`config.mk`:
```
export PLATFORM = sky130hd
export DESIGN_NAME = deb_logic_combiner
export DESIGN_NICKNAME = d
export VERILOG_FILES = /design/src/rtl/deb_logic_combiner.sv
export SDC_FILE = /design/constraint.sdc
export NUM_CORES = 1
export LEC_CHECK = 0
export ABC_AREA = 1
export CORE_MARGIN = 4
export CORE_UTILIZATION = 48
export DETAILED_ROUTE_END_ITERATION = 16
export HOLD_SLACK_MARGIN = 0.08
export PLACE_DENSITY = 0.72
export SLEW_MARGIN = 10
export SYNTH_ARGS = -nofsm -noshare
export SYNTH_HDL_FRONTEND = slang
export SYNTH_SLANG_ARGS = --single-unit
```
`constraint.sdc`:
```
create_clock -name clk -period 1.3 [get_ports clk]
set_input_delay 0.195 -clock clk [delete_from_list [all_inputs] [get_ports clk]]
set_output_delay 0.195 -clock clk [all_outputs]
set_load 0.01 [all_outputs]
```
`src/rtl/deb_logic_combiner.sv`:
```
// Debounced N-input logic combiner: 2-flop synchroniser and per-channel debounce
// filter feeding a run-time selectable AND/OR/XOR/majority reduction register.
module deb_logic_combiner #(
  parameter int N_IN       = 3,
  parameter int DEB_CYCLES = 4
) (
  input  logic            clk,
  input  logic            rst_n,
  input  logic            en,
  input  logic [1:0]      mode,
  input  logic [N_IN-1:0] din,
  output logic            d,
  output logic            d_valid,
  output logic            change
);
  localparam int CNT_W  = $clog2(DEB_CYCLES) + 1;
  // Warm-up target DEB_CYCLES+2 can exceed CNT_W for small DEB_CYCLES, so it gets its own width.
  localparam int WARM_W = $clog2(DEB_CYCLES + 3);
  localparam int POP_W  = $clog2(N_IN + 1);

  localparam logic [CNT_W-1:0]  CNT_LAST = CNT_W'(DEB_CYCLES - 1);
  localparam logic [CNT_W-1:0]  CNT_ZERO = {CNT_W{1'b0}};
  localparam logic [WARM_W-1:0] WARM_SAT = WARM_W'(DEB_CYCLES + 2);
  localparam logic [POP_W-1:0]  MAJ_THR  = POP_W'(N_IN / 2);

  logic [N_IN-1:0]   s1_q, s1_d, s2_q, s2_d;
  logic [N_IN-1:0]   filt_q, filt_d;
  logic [CNT_W-1:0]  cnt_q [N_IN];
  logic [CNT_W-1:0]  cnt_d [N_IN];
  logic [WARM_W-1:0] warm_q, warm_d;
  logic [POP_W-1:0]  pop_s;
  logic              red_s;
  logic              d_q, d_d;
  logic              dv_q, dv_d;
  logic              chg_q, chg_d;

  // Synchroniser and per-channel debounce next-state.
  always_comb begin
    s1_d   = din;
    s2_d   = s1_q;
    filt_d = filt_q;
    for (int i = 0; i < N_IN; i++) begin
      cnt_d[i] = cnt_q[i];
      if (s2_q[i] == filt_q[i]) begin
        cnt_d[i] = CNT_ZERO;
      end else if (cnt_q[i] == CNT_LAST) begin
        filt_d[i] = s2_q[i];
        cnt_d[i]  = CNT_ZERO;
      end else begin
        cnt_d[i] = cnt_q[i] + CNT_W'(1);
      end
    end
  end

  // Reduction of the filtered vector under the current mode.
  always_comb begin
    pop_s = {POP_W{1'b0}};
    for (int i = 0; i < N_IN; i++) begin
      pop_s = pop_s + POP_W'(filt_q[i]);
    end
    case (mode)
      2'b00:   red_s = &filt_q;
      2'b01:   red_s = |filt_q;
      2'b10:   red_s = ^filt_q;
      2'b11:   red_s = (pop_s > MAJ_THR);
      default: red_s = 1'b0;
    endcase
  end

  // Output stage and warm-up tracking; en low freezes d and restarts warm-up.
  always_comb begin
    if (en) begin
      warm_d = (warm_q == WARM_SAT) ? warm_q : (warm_q + WARM_W'(1));
      d_d    = red_s;
      chg_d  = (red_s != d_q);
      dv_d   = (warm_d == WARM_SAT);
    end else begin
      warm_d = {WARM_W{1'b0}};
      d_d    = d_q;
      chg_d  = 1'b0;
      dv_d   = 1'b0;
    end
  end

  // State registers.
  always_ff @(posedge clk or negedge rst_n) begin
    if (!rst_n) begin
      s1_q   <= {N_IN{1'b0}};
      s2_q   <= {N_IN{1'b0}};
      filt_q <= {N_IN{1'b0}};
      for (int i = 0; i < N_IN; i++) begin
        cnt_q[i] <= CNT_ZERO;
      end
      warm_q <= {WARM_W{1'b0}};
      d_q    <= 1'b0;
      dv_q   <= 1'b0;
      chg_q  <= 1'b0;
    end else begin
      s1_q   <= s1_d;
      s2_q   <= s2_d;
      filt_q <= filt_d;
      for (int i = 0; i < N_IN; i++) begin
        cnt_q[i] <= cnt_d[i];
      end
      warm_q <= warm_d;
      d_q    <= d_d;
      dv_q   <= dv_d;
      chg_q  <= chg_d;
    end
  end

  assign d       = d_q;
  assign d_valid = dv_q;
  assign change  = chg_q;

endmodule
```
==> impl_metrics.py <==
metrics = {
    "clock_network": {
        "path_clk_slew_ps": 140,
        "cts.sinks": 24,
        "htree_levels": 1,
        "cts_hold_buf": 0,
        "cts_buffers": 3,
        "clockRootBuffer": "clkbuf_4",
        "cts_tree": "yes",
        "clock_latency_ps": 330,
        "cts_buffer_depth": 2,
    },
    "yosys": {
        "synth_warnings": 0,
        "ys_ff_latch": 24,
        "yosys.area.top_type": "dfrtp_1",
        "synth_top_area_share_pct": 60.6,
        "netlist_top_cells_area": "dfrtp_1, ha_1, nand2_1",
        "avgSynthCellArea_um2": 11.4,
        "synth_area_um2": 991,
        "synth_nets": 103,
        "ys_seq_area_share_pct": 60.6,
        "synth_cell_types": 17,
        "synthCells": 87,
    },
    "drt": {
        "drc_errors": 0,
        "avgRoutedWirePerCell_um": 10.9,
        "vias": 631,
        "avgViaCountPerCell": 4.71,
        "drt-total-wl_mm": 1.47,
        "drtIter0Drc": 6,
        "first_pass_iters": 4,
        "antenna_left": 0,
    },
    "setup_path": {
        "end_kind": "flip-flop",
        "cp_slowest_stage_delay_ps": 560,
        "regToRegSetupSlack_ps": -80,
        "r2r-end": "change",
        "cp_common_cell": "nand3_2",
        "slowest_stage": "fa_1",
        "r2r_cells": 6,
        "worstPathArrival_ps": 1610,
        "path_buf_inv": 0,
        "cp_max_fo": 3,
        "cp.required_ps": 1520,
        "startpoint_type": "flip-flop",
        "critPathKind": "reg2reg",
        "r2r_start": "filt_q[1]",
        "path_cells": "fa_1 -> nand2_2 -> nand3_2 -> nand3_2 -> nand2_1 -> nor2_1",
        "crit_family": "adder cells",
    },
    "power": {
        "powerDensity_nw_per_um2": 1870,
        "power.total_w": 0.00228,
        "p_leak_nw": 0.612,
        "max-vdd-ir-drop_mv": 1.01,
    },
    "global_routing": {
        "grt_pass1_vias": 639,
        "antenna_found_initial": 0,
        "grt_pass1_wl_mm": 2.50,
        "grt_remaining_overflow": 0,
        "grt_max_degree": 25,
        "grt_usage_pct": 13.0,
    },
    "cells_and_area": {
        "area_growth_pct": 23.0,
        "fin_cells": 134,
        "finish.utilization_pct": 62.1,
        "antennaDiodeCount": 0,
        "fin_nets": 124,
        "layout-drive-gt1-share_pct": 14.0,
        "final_cell_mix": "dfrtp_1, nand2_1, inv_1",
        "fillers": 184,
        "final_common_cell": "dfrtp_1",
    },
    "die": {
        "core_area_um2": 1960,
        "start_util_pct": 50.5,
        "die_w_um": 53.4,
        "die_h_um": 53.4,
        "ios": 11,
        "std_cell_rows": 16,
        "dieArea_um2": 2860,
    },
    "sta": {
        "rsz0062_at_grt": "yes",
        "worstMarginPinSlew_ps": 282,
        "slew_viol_final": 0,
        "slew_headroom_pct": 81.1,
        "finalHoldViolations": 0,
        "period_minus_slack_ps": 1380,
        "layout_setup_ws_ps": -81.5,
        "skew_ps": 10.0,
        "fin_crit_sh_pct": 106,
        "max_freq_ghz": 0.724,
        "setup_viol": 1,
        "hold_slack_ps": 216,
    },
    "worst_hold_path": {
        "hold_class": "in2async",
    },
    "status": {
        "status": "finished, violations left",
        "failed_checks": "negative setup slack",
    },
    "run": {
        "max_cap_violations": 0,
    },
    "place": {
        "placedCellCount": 128,
        "portBuffers": 10,
        "gp_congestion": 0.607,
        "post-place-ws_ps": -93.6,
        "dp_hpwl_mm": 1.05,
    },
}
[kinds of logic after synthesis]
logic type,after synthesis,share of synthesized area [%]
buffers and inverters,12,4.55
AO/OA/AOI/OAI,5,2.52
XOR/XNOR,5,4.42
adder cells (fa/ha/maj),8,10.9
multiplexers,1,1.14
flip-flops,24,60.6
AND/OR/NAND/NOR,32,15.9
[cells in the mapped netlist, drive strengths merged]
library cell,number
nor2,8
nand2,14
xnor2,4
xor2,1
a21oi,4
fa,1
nor3,4
dfrtp,24
mux2,1
inv,12
o21ai,1
ha,7
nand3,3
nor3b,3
[worst reg2reg max path: stages (launching register included)]
cell and delay (ps):
dfrtp_1 420, fa_1 560, nand2_2 50, nand3_2 80
nand3_2 70, nand2_1 70, nor2_1 40
[what timing repair did]
action                                  CTS  global route
endpoints found under the setup margin    5             3
buffers inserted                          1             1
pin swaps                                 3             2
resized for setup                         3             0
[worst max path at each step]
stage	from	end	slack (ps)	cells after the start
final	filt_q[1]	change	-80	6
after detailed placement	filt_q[2]	change	-90	6
after global routing	filt_q[0]	change	-140	5
after global placement	filt_q[2]	change	-20	6
after CTS	filt_q[1]	change	-90	6
after floorplan	filt_q[2]	change	-40	6
[layout make-up]
cell class	instances	area [um^2]	area share, %
flip-flops and latches	24	601	49.3
multi-input cells	51	345	28.3
repair buffers	16	141	11.6
inverters	12	45.0	3.70
well taps	27	33.8	2.77
clock inverters	1	30.0	2.46
clock buffers	3	22.5	1.85
[routing by layer]
layer,vias to the layer above,track usage (%),wire (um)
li1,311,-,-
met1,302,13.2,630
met2,13,22.2,715
met3,5,2.54,67
met4,0,11.5,52
met5,-,0,0
[metrics by stage]
stage | area, um^2 | setup TNS [ps]
after floorplan | 991 | -43.1
after global placement | 1150 | -23.7
after global routing | 1220 | -213
final | 1220 | -81.5
after detailed placement | 1150 | -121
after CTS | 1210 | -93.4
[registers in the layout, summed over array words and instances, names as in the netlist]
name / count
s2_q: 3
cnt_q: 9
change: 1
d: 1
d_valid: 1
warm_q: 3
s1_q: 3
filt_q: 3
[where the power goes]
part	switching, W	internal [W]	leakage, nW
logic	0.000362	0.000360	0.283
clock network	0.000236	0.000312	0.0279
registers	0.0000948	0.000910	0.301
Power figures use the tool's default switching activity.
